$ cat src/rtl/cam_pkg.sv
`default_nettype none
// ============================================================================
//  Module      : cam_pkg
//  Description : Shared types for the camera capture block: capture FSM
//                state encoding, camera byte-format encodings and the
//                12-bit RGB444 pixel type.
//  Revision    : 1.0  initial release
// ============================================================================
package cam_pkg;

  localparam int PIX_W = 12;
  typedef logic [PIX_W-1:0] pix_t;

  typedef enum logic [1:0] {
    ST_WAIT_VS    = 2'd0,
    ST_WAIT_START = 2'd1,
    ST_ACTIVE     = 2'd2
  } cam_state_e;

  typedef enum logic [1:0] {
    MODE_RGB565  = 2'd0,
    MODE_XRGB444 = 2'd1,
    MODE_YUV422  = 2'd2,
    MODE_RSVD    = 2'd3
  } cam_mode_e;

endpackage : cam_pkg
`default_nettype wire

$ cat src/rtl/pix_fmt_conv.sv
`default_nettype none
// ============================================================================
//  Module      : pix_fmt_conv
//  Description : Combinational conversion of one two-byte camera pixel into
//                a 12-bit RGB444 word.
//  Ports       : mode - byte format of the pair (reserved code acts as RGB565)
//                b0   - first byte of the pixel
//                b1   - second byte of the pixel
//                pix  - RGB444 result {R[3:0], G[3:0], B[3:0]}
//  Revision    : 1.0  initial release
// ============================================================================
module pix_fmt_conv
  import cam_pkg::*;
(
  input  cam_mode_e  mode,
  input  logic [7:0] b0,
  input  logic [7:0] b1,
  output pix_t       pix
);

  always_comb begin
    pix = '0;
    case (mode)
      MODE_XRGB444: pix = {b0[3:0], b1[7:0]};
      // Luma only: replicate the top nibble of Y into all three channels.
      MODE_YUV422:  pix = {b0[7:4], b0[7:4], b0[7:4]};
      // RGB565 (and the reserved code): keep the top nibble of R, the top
      // four bits of the six-bit G field straddling both bytes, top of B.
      default:      pix = {b0[7:4], b0[2:0], b1[7], b1[4:1]};
    endcase
  end

endmodule : pix_fmt_conv
`default_nettype wire

$ cat src/rtl/cam_capture_param.sv
`default_nettype none
// ============================================================================
//  Module      : cam_capture_param
//  Description : Parameterised camera (OV76xx-style) capture front end.
//                Registers VSYNC/HREF/data, pairs bytes into pixels, converts
//                them to RGB444, decimates by DEC in both axes and emits
//                frame-buffer write strobes with a running address.
//  Ports       : clk          - camera pixel clock
//                reset        - asynchronous active-high reset
//                vsync, href  - camera frame / line qualifiers
//                d            - camera data byte
//                mode         - byte format, latched at frame start
//                capture_en   - capture the frame that starts next
//                addr, dout   - write address and RGB444 pixel
//                we           - single-cycle write strobe
//                frame_done   - pulse when a captured frame ends
//                frame_count  - completed captured frames (wraps)
//                overflow     - sticky: address limit hit this frame
//  Revision    : 1.0  initial release
// ============================================================================
module cam_capture_param
  import cam_pkg::*;
#(
  parameter int H_ACT  = 640,
  parameter int V_ACT  = 480,
  parameter int DEC    = 2,
  parameter int ADDR_W = 18,
  parameter int DEPTH  = 76800
) (
  input  logic              clk,
  input  logic              reset,
  input  logic              vsync,
  input  logic              href,
  input  logic [7:0]        d,
  input  logic [1:0]        mode,
  input  logic              capture_en,
  output logic [ADDR_W-1:0] addr,
  output logic [PIX_W-1:0]  dout,
  output logic              we,
  output logic              frame_done,
  output logic [7:0]        frame_count,
  output logic              overflow
);

  // --------------------------------------------------------------------------
  // Elaboration-time parameter checks
  // --------------------------------------------------------------------------
  if (!(DEC == 1 || DEC == 2 || DEC == 4)) begin : g_bad_dec
    $fatal(1, "cam_capture_param: DEC must be 1, 2 or 4");
  end
  if (longint'(DEPTH) > (longint'(1) << ADDR_W)) begin : g_bad_depth
    $fatal(1, "cam_capture_param: DEPTH exceeds 2**ADDR_W");
  end

  localparam int                CNT_W     = 16;
  localparam logic [CNT_W-1:0]  CNT_MAX   = '1;
  localparam logic [CNT_W-1:0]  H_LIM     = CNT_W'(H_ACT);
  localparam logic [CNT_W-1:0]  V_LIM     = CNT_W'(V_ACT);
  localparam logic [CNT_W-1:0]  DEC_MASK  = CNT_W'(DEC - 1);
  localparam logic [ADDR_W-1:0] LAST_ADDR = ADDR_W'(DEPTH - 1);

  // --------------------------------------------------------------------------
  // State
  // --------------------------------------------------------------------------
  logic              vs_q, vs_d, hr_q, hr_d;
  logic [7:0]        d_q, d_d;
  logic              vs_prev_q, vs_prev_d, hr_prev_q, hr_prev_d;
  cam_state_e        state_q, state_d;
  cam_mode_e         mode_q, mode_d;
  logic              phase_q, phase_d;
  logic [7:0]        b0_q, b0_d;
  logic [CNT_W-1:0]  x_q, x_d, y_q, y_d;
  logic [ADDR_W-1:0] addr_q, addr_d;
  logic              full_q, full_d;
  logic              overflow_q, overflow_d;
  logic              we_q, we_d;
  pix_t              dout_q, dout_d;
  logic              frame_done_q, frame_done_d;
  logic [7:0]        frame_count_q, frame_count_d;

  logic vs_rise, vs_fall, pix_keep;
  pix_t pix;

  pix_fmt_conv u_conv (
    .mode (mode_q),
    .b0   (b0_q),
    .b1   (d_q),
    .pix  (pix)
  );

  assign vs_rise = vs_q & ~vs_prev_q;
  assign vs_fall = ~vs_q & vs_prev_q;

  // Decimation and active-window qualification for the pixel completing now.
  assign pix_keep = ((x_q & DEC_MASK) == '0) && ((y_q & DEC_MASK) == '0) &&
                    (x_q < H_LIM) && (y_q < V_LIM);

  always_comb begin
    vs_d          = vsync;
    hr_d          = href;
    d_d           = d;
    vs_prev_d     = vs_q;
    hr_prev_d     = hr_q;
    state_d       = state_q;
    mode_d        = mode_q;
    phase_d       = phase_q;
    b0_d          = b0_q;
    x_d           = x_q;
    y_d           = y_q;
    addr_d        = addr_q;
    full_d        = full_q;
    overflow_d    = overflow_q;
    we_d          = 1'b0;
    dout_d        = dout_q;
    frame_done_d  = 1'b0;
    frame_count_d = frame_count_q;

    // The address advances in the cycle the write is presented. The last
    // word is never stepped past; full_q marks it as consumed instead.
    if (we_q) begin
      if (addr_q == LAST_ADDR) begin
        full_d = 1'b1;
      end else begin
        addr_d = addr_q + 1'b1;
      end
    end

    case (state_q)
      ST_WAIT_VS: begin
        if (vs_q) begin
          state_d = ST_WAIT_START;
        end
      end

      ST_WAIT_START: begin
        if (vs_fall) begin
          if (capture_en) begin
            state_d    = ST_ACTIVE;
            mode_d     = cam_mode_e'(mode);
            addr_d     = '0;
            full_d     = 1'b0;
            overflow_d = 1'b0;
            x_d        = '0;
            y_d        = '0;
            phase_d    = 1'b0;
          end else begin
            state_d = ST_WAIT_VS;
          end
        end
      end

      ST_ACTIVE: begin
        if (vs_rise) begin
          // Ends the frame, and aborts any line still in flight.
          state_d       = ST_WAIT_START;
          frame_done_d  = 1'b1;
          frame_count_d = frame_count_q + 8'd1;
          phase_d       = 1'b0;
        end else if (hr_q) begin
          if (!phase_q) begin
            b0_d    = d_q;
            phase_d = 1'b1;
          end else begin
            phase_d = 1'b0;
            if (x_q != CNT_MAX) begin
              x_d = x_q + 1'b1;
            end
            if (pix_keep) begin
              if (full_q) begin
                overflow_d = 1'b1;
              end else begin
                we_d   = 1'b1;
                dout_d = pix;
              end
            end
          end
        end else begin
          // Dropping the phase here discards an odd trailing byte.
          phase_d = 1'b0;
          if (hr_prev_q) begin
            x_d = '0;
            if (x_q != '0 && y_q != CNT_MAX) begin
              y_d = y_q + 1'b1;
            end
          end
        end
      end

      default: state_d = ST_WAIT_VS;
    endcase
  end

  always_ff @(posedge clk or posedge reset) begin
    if (reset) begin
      vs_q          <= 1'b0;
      hr_q          <= 1'b0;
      d_q           <= '0;
      vs_prev_q     <= 1'b0;
      hr_prev_q     <= 1'b0;
      state_q       <= ST_WAIT_VS;
      mode_q        <= MODE_RGB565;
      phase_q       <= 1'b0;
      b0_q          <= '0;
      x_q           <= '0;
      y_q           <= '0;
      addr_q        <= '0;
      full_q        <= 1'b0;
      overflow_q    <= 1'b0;
      we_q          <= 1'b0;
      dout_q        <= '0;
      frame_done_q  <= 1'b0;
      frame_count_q <= '0;
    end else begin
      vs_q          <= vs_d;
      hr_q          <= hr_d;
      d_q           <= d_d;
      vs_prev_q     <= vs_prev_d;
      hr_prev_q     <= hr_prev_d;
      state_q       <= state_d;
      mode_q        <= mode_d;
      phase_q       <= phase_d;
      b0_q          <= b0_d;
      x_q           <= x_d;
      y_q           <= y_d;
      addr_q        <= addr_d;
      full_q        <= full_d;
      overflow_q    <= overflow_d;
      we_q          <= we_d;
      dout_q        <= dout_d;
      frame_done_q  <= frame_done_d;
      frame_count_q <= frame_count_d;
    end
  end

  assign addr        = addr_q;
  assign dout        = dout_q;
  assign we          = we_q;
  assign frame_done  = frame_done_q;
  assign frame_count = frame_count_q;
  assign overflow    = overflow_q;

endmodule : cam_capture_param
`default_nettype wire

$ cat config.mk
export PLATFORM = sky130hd
export DESIGN_NAME = cam_capture_param
export DESIGN_NICKNAME = d
export VERILOG_FILES = /design/src/rtl/cam_pkg.sv /design/src/rtl/pix_fmt_conv.sv /design/src/rtl/cam_capture_param.sv
export SDC_FILE = /design/constraint.sdc
export NUM_CORES = 1
export LEC_CHECK = 0
export ABC_CLOCK_PERIOD_IN_PS = 3150
export CAP_MARGIN = 15
export CORE_UTILIZATION = 49
export CTS_CLUSTER_SIZE = 40
export DETAILED_ROUTE_END_ITERATION = 10
export PLACE_DENSITY_LB_ADDON = 0.08
export SKIP_CTS_REPAIR_TIMING = 1
export SYNTH_ARGS = -nofsm -noshare
export SYNTH_HDL_FRONTEND = slang
export SYNTH_SLANG_ARGS = --single-unit
$ cat constraint.sdc
create_clock -name clk -period 3.15 [get_ports clk]
set_clock_uncertainty 0.1 [all_clocks]
set_input_delay 0.315 -clock clk [delete_from_list [all_inputs] [get_ports clk]]
set_output_delay 0.315 -clock clk [all_outputs]
set_load 0.05 [all_outputs]
Word level (Yosys, flattened, before mapping). Index checks and enable logic that the tools add are counted.

Add/subtract/negate cells: 4. $lt $le $gt $ge: 2. Equality and inequality tests: 22. Multiplexer cells: 49. Bitwise operators: 7. Reduce and logical (&&, ||, !) cells: 18.

Operators by type and width (number): two-way mux 16 bit (11); two-way mux 18 bit (5); one-hot mux 16 bit (2 select lines) (2); adder 16 x 1 -> 16 bit, second input constant (2); logical NOT 16 bit (2); inequality test 16 bit, second input constant (2); inequality test 2 bit, second input constant (12); one-hot mux 12 bit (2 select lines) (1); two-way mux 1 bit (23); adder 18 x 1 -> 18 bit, second input constant (1); equality test 18 x 17 -> 1 bit, second input constant (1); < comparator 16 x 10 -> 1 bit, second input constant (1); < comparator 16 x 9 -> 1 bit, second input constant (1); nonzero test 16 bit (1); AND reduction 7 bit (2); inequality test 3 bit, second input constant (3); AND reduction 3 bit (3); adder 8 x 1 -> 8 bit, second input constant (1); two-way mux 2 bit (4); AND reduction 8 bit (1); one-hot mux 2 bit (3 select lines) (1); AND reduction 6 bit (1); NOT 1 bit (5); equality test 2 x 1 -> 1 bit, second input constant (2); other kinds (8) (14).

Register bits: 99. Input port bits: 15. Output and inout port bits: 41. Word-level logic and storage cells: 120.

Longest topological paths before layout.
Depth after elaboration: 9. Mapped depth: 8. Gate-level depth less buffers: 7.

Hierarchy. Synthesis repeated with hierarchy kept, for this count alone.

Cells, all modules: 482. Area, all modules: 4944.7 um2.

Modules (own cells, without submodules): cam_capture_param (times used 1, cells an instance 445, area each 4708.3 um2, seq. area each 2477.4 um2); pix_fmt_conv (times used 1, cells an instance 37, area each 236.5 um2, seq. area each 0.0 um2).

Least setup slack after synthesis. Ideal clock, no wire load.

Path kind: reg2reg. Start: register addr_q[0], in the netlist addr[0]. End: register addr_q[14], in the netlist addr[14]. Setup time: 0.078 ns. Arrival: 1.954 ns. Path slack: 1.018 ns. Cell stages (with the launch flop): 6. Period minus slack after synthesis: 2.132 ns. Cells stage by stage: dfrtp_1 -> ha_1 -> nand3_1 -> or3_1 -> or3_1 -> a21oi_1.

Word-level cells in the longest chain between the ends: 6.

Ends and longest elaborated chain: from (decl) (RTL line cam_capture_param.sv:73) `logic [ADDR_W-1:0] addr_q, addr_d;`; from (signal assigned) (RTL line cam_capture_param.sv:225) `addr_q <= addr_d;`; adder 18 x 1 -> 18 bit / equality test 18 x 17 -> 1 bit (equally long branches) (RTL line cam_capture_param.sv:124, cam_capture_param.sv:121); two-way mux 18 bit * (RTL line cam_capture_param.sv:121) `if (addr_q == LAST_ADDR) begin`; two-way mux 18 bit * (RTL line cam_capture_param.sv:120) `if (we_q) begin`; two-way mux 18 bit (RTL line cam_capture_param.sv:137) `if (capture_en) begin`; two-way mux 18 bit (RTL line cam_capture_param.sv:136) `if (vs_fall) begin`; two-way mux 18 bit * (RTL line cam_capture_param.sv:128) `case (state_q)`; named net addr_d[14] (RTL line cam_capture_param.sv:73).

Mark *: on every way through the listed nets, which the timed path passes. The rest lies on a longest branch. A chain may end at the register's enable or synchronous reset.

Worst setup path after layout.
Start: register y_q[0]. End: register y_q[0].

Word-level cells in the longest chain between the ends: 6.

Ends and longest elaborated chain: from (decl) (RTL line cam_capture_param.sv:72) `logic [CNT_W-1:0] x_q, x_d, y_q, y_d;`; from (signal assigned) (RTL line cam_capture_param.sv:224) `y_q <= y_d;`; adder 16 x 1 -> 16 bit (RTL line cam_capture_param.sv:183) `y_d = y_q + 1'b1;`; two-way mux 16 bit (RTL line cam_capture_param.sv:182) `if (x_q != '0 && y_q != CNT_MAX) begin`; two-way mux 16 bit (RTL line cam_capture_param.sv:180) `if (hr_prev_q) begin`; two-way mux 16 bit (RTL line cam_capture_param.sv:159) `end else if (hr_q) begin`; two-way mux 16 bit (RTL line cam_capture_param.sv:153) `if (vs_rise) begin`; one-hot mux 16 bit (2 select lines) (RTL line cam_capture_param.sv:128).

Several ways; a longest one is shown, not always the timed one. The select of a mux whose other input is x is not followed.

==> out/results.txt <==
Status -> completed
Final hold violations -> 0
First-pass GRT wire length -> 17.2 mm
Simple-Gate Fraction of Synth Area -> 22.2%
Clock Power Share -> 29.7%
Delay-heaviest family, CP -> simple AND/OR/NAND/NOR gates
Num CTS Buffers -> 9
Net load switching power -> 891 uW
Worst Path Required -> 3290 ps
Max VDD drop -> 0.209 mV
Sw frac -> 30.5%
Fillers -> 887
Static leakage -> 0.00239 uW
Critical path class -> register to register
Worst Hold Class -> input port to async pin
Reg-to-Reg Start -> y_q[0]
Largest net degree at the start of global routing -> 51
P_int -> 2040 uW
HPWL Detailed -> 7.25 mm
Crit path largest cell delay -> 580 ps
Post-synthesis compound-gate area fraction -> 13.2%
Num rows -> 36
Clock latency on the worst-skew pair -> 360 ps
Post-Route WL -> 10.4 mm
Die Ht -> 102 um
Synthesis-to-layout area growth -> 17.3%
Critical-path cell list -> ha_1 > nand4_1 > or4_1 > nand4_2 > and2_1 > mux2_1
Comb power frac -> 19.9%
Layout cells sized above 1 -> 11.0%
Design Power -> 2930 uW
Slew HR -> 46.3%
Cell area power density -> 507 nW/um2
Main synth FF type -> dfrtp_1
Critical path launch point -> y_q[0]
Maximum Capacitance Violations -> 0
WHS -> 195 ps
Finished layout cell area -> 5770 um2
Mapped cell area -> 4920 um2
Starting Density -> 50.4%
Post-synthesis cell type count -> 60
CP max FO -> 22
GR Overflow Total -> 0
Number of enable flip-flop cells after synthesis -> 0
Port bufs -> 55
1st-iter DRT viols -> 175
RSZ-0062 raised after global routing -> false
Vias/cell -> 5.66
Clock slew at the register clock pins of the worst setup and hold paths -> 100 ps
Antenna-violating nets left -> 0
CTS Buffer Depth -> 2
Post-synthesis xor/xnor area fraction -> 3.91%
Buffers & Inverters on Critical Path -> 0
Area of the multi-input gates -> 2280 um2
I/O pin count -> 56
CTS tree -> yes
Pre-antenna DRT Iters -> 4
Diodes inserted -> 0
Core area -> 9770 um2
Slew @ Worst Pin -> 805 ps
Drt drc -> 0
Clock sink count -> 99
Main combinational cell family by area after synthesis -> simple AND/OR/NAND/NOR gates
Register share of total power -> 50.4%
GRT Total Usage -> 21.0%
Die Area -> 10500 um2
Worst path slowest cell -> or4_1
Post-layout util -> 59.1%
Number of global-route vias before repair -> 3559
Syn Inst Count -> 478
Setup_tns -> 0 ps
Max Freq -> 0.394 GHz
Nets -> 551
Crit. End Element -> register
Synth Area in Adders -> 1.78%
Syn Nets -> 500
Yosys warns -> 0
Sequential share of the synthesized area -> 50.3%
Critical Path Start Type -> register
Tcrit/Tclk final -> 80.5%
Mux share of post-synthesis cell area -> 5.21%
Asr flop ratio synth -> 100%
Detailed-route via count -> 3776
GPL Wtd Cong -> 0.818
Synthesized area per cell -> 10.3 um2
Post-Place Cell Area -> 5560 um2
Worst endpoint data arrival time -> 2680 ps
Max-slew violations -> 0
Register area -> 2480 um2
H-tree Lvls -> 3
Number of endpoints failing setup at the final stage -> 0
Root buffer cell -> clkbuf_8
DIE WIDTH -> 102 um
Drt wl/cell -> 15.5 um
Register bit total from synthesis -> 99
Min Tclk post-route -> 2540 ps
Initial antenna violation count -> 0
-- state kept, by name (all words and copies together), names as in the netlist --
| register | flops |
|---|---|
| hr_prev_d | 1 |
| vs_prev_d | 1 |
| mode_q | 2 |
| phase_q | 1 |
| dout | 12 |
| frame_done | 1 |
| b0_q | 8 |
| we | 1 |
| overflow | 1 |
| hr_prev_q | 1 |
| state_q | 2 |
| y_q | 16 |
| vs_prev_q | 1 |
| d_q | 8 |
| full_q | 1 |
| addr | 18 |
| frame_count | 8 |
| x_q | 16 |
-- worst reg2reg max path, stage by stage (launching register included) --
cell and delay (ps):
dfrtp_1 450, ha_1 250, nand4_1 160, or4_1 580
nand4_2 330, and2_1 220, mux2_1 330
-- stage by stage --
stage               setup slack, ps  cells
finish                          614    667
global route                    502    667
CTS                             616    667
detailed placement              625    651
global placement                713    651
floorplan                       145    478
-- layout make-up --
type | instances | share of cell area, %
Clock buffer | 13 | 2.93
Clock inverter | 3 | 0.758
Inverter | 12 | 0.823
Multi-Input combinational cell | 349 | 39.6
Sequential cell | 99 | 42.9
Tap cell | 133 | 2.88
Timing Repair Buffer | 58 | 10.1
-- power by group through the flow --
stage / logic [uW] / registers, uW / clock network (uW)
after floorplan: 289 / 1610 / 0
after global placement: 578 / 1500 / 0
after detailed placement: 588 / 1500 / 0
after CTS: 589 / 1480 / 888
after global routing: 636 / 1490 / 933
final: 582 / 1480 / 869
-- path summary, 6_finish.rpt --
path                             end  depth (start not counted)  slack [ps]
setup / recovery              y_q[0]                          6         610
hold / removal                x_q[9]                          2         190
hold reg to reg            vs_prev_q                          0         360
min in group clk              d_q[3]                          1         280
max in group asynchronous    addr[9]                          3        2160
setup reg to reg              y_q[0]                          6         610
-- Yosys cell counts (3+ instances only) --
cell / instances / share of area (%)
dfrtp_1: 99 / 50
nand2_1: 40 / 3.0
o21ai_0: 37 / 3.8
a21oi_1: 31 / 3.2
nand3_1: 28 / 2.8
nor2_1: 27 / 2.1
mux2_2: 20 / 4.6
or3_1: 17 / 2.2
xnor2_1: 17 / 3.0
nand4_1: 14 / 1.8
inv_1: 12 / 0.91
clkbuf_1: 9 / 0.69
or4_1: 9 / 1.4
a22oi_1: 8 / 1.2
nor4_1: 8 / 1.0
and3_1: 7 / 0.89
ha_1: 7 / 1.8
nor3_1: 7 / 0.71
and2_1: 6 / 0.76
buf_6: 6 / 1.4
o31ai_1: 6 / 0.91
a22o_1: 5 / 0.89
xor2_1: 5 / 0.89
a31oi_1: 3 / 0.38
nand2b_1: 3 / 0.38
nor4b_1: 3 / 0.53
or2_2: 3 / 0.38
-- per-layer routing --
metal  wire (um)  track usage [%]  up-vias
li1            -                -     1860
met1        4810             28.9     1831
met2        5030             33.8       74
met3         394             4.65       11
met4         120             4.95        0
met5           0                0        -
-- layout by cell type (no fill, tap or decap), drive strengths merged, types with 7 or more instances in the layout --
cell type      netlist  routed
dfrtp               99      99
clkdlybuf4s50        0      55
nand2               41      41
o21ai               38      38
a21oi               31      31
nand3               28      28
nor2                27      27
mux2                21      21
or3                 17      17
xnor2               17      17
nand4               16      16
clkbuf               9      13
inv                 12      13
or4                  9       9
nor4                 9       9
a22oi                8       8
nor3                 8       8
and3                 7       7
ha                   7       7
-- logic make-up (layout without fill, tap and decap cells) --
logic type	Yosys count	count (layout)
multiplexers	23	23
AO/OA/AOI/OAI	104	104
buffers and inverters	30	86
adder cells (fa/ha/maj)	7	7
XOR/XNOR	22	22
flip-flops	99	99
AND/OR/NAND/NOR	193	193
Power figures use the tool's default switching activity.
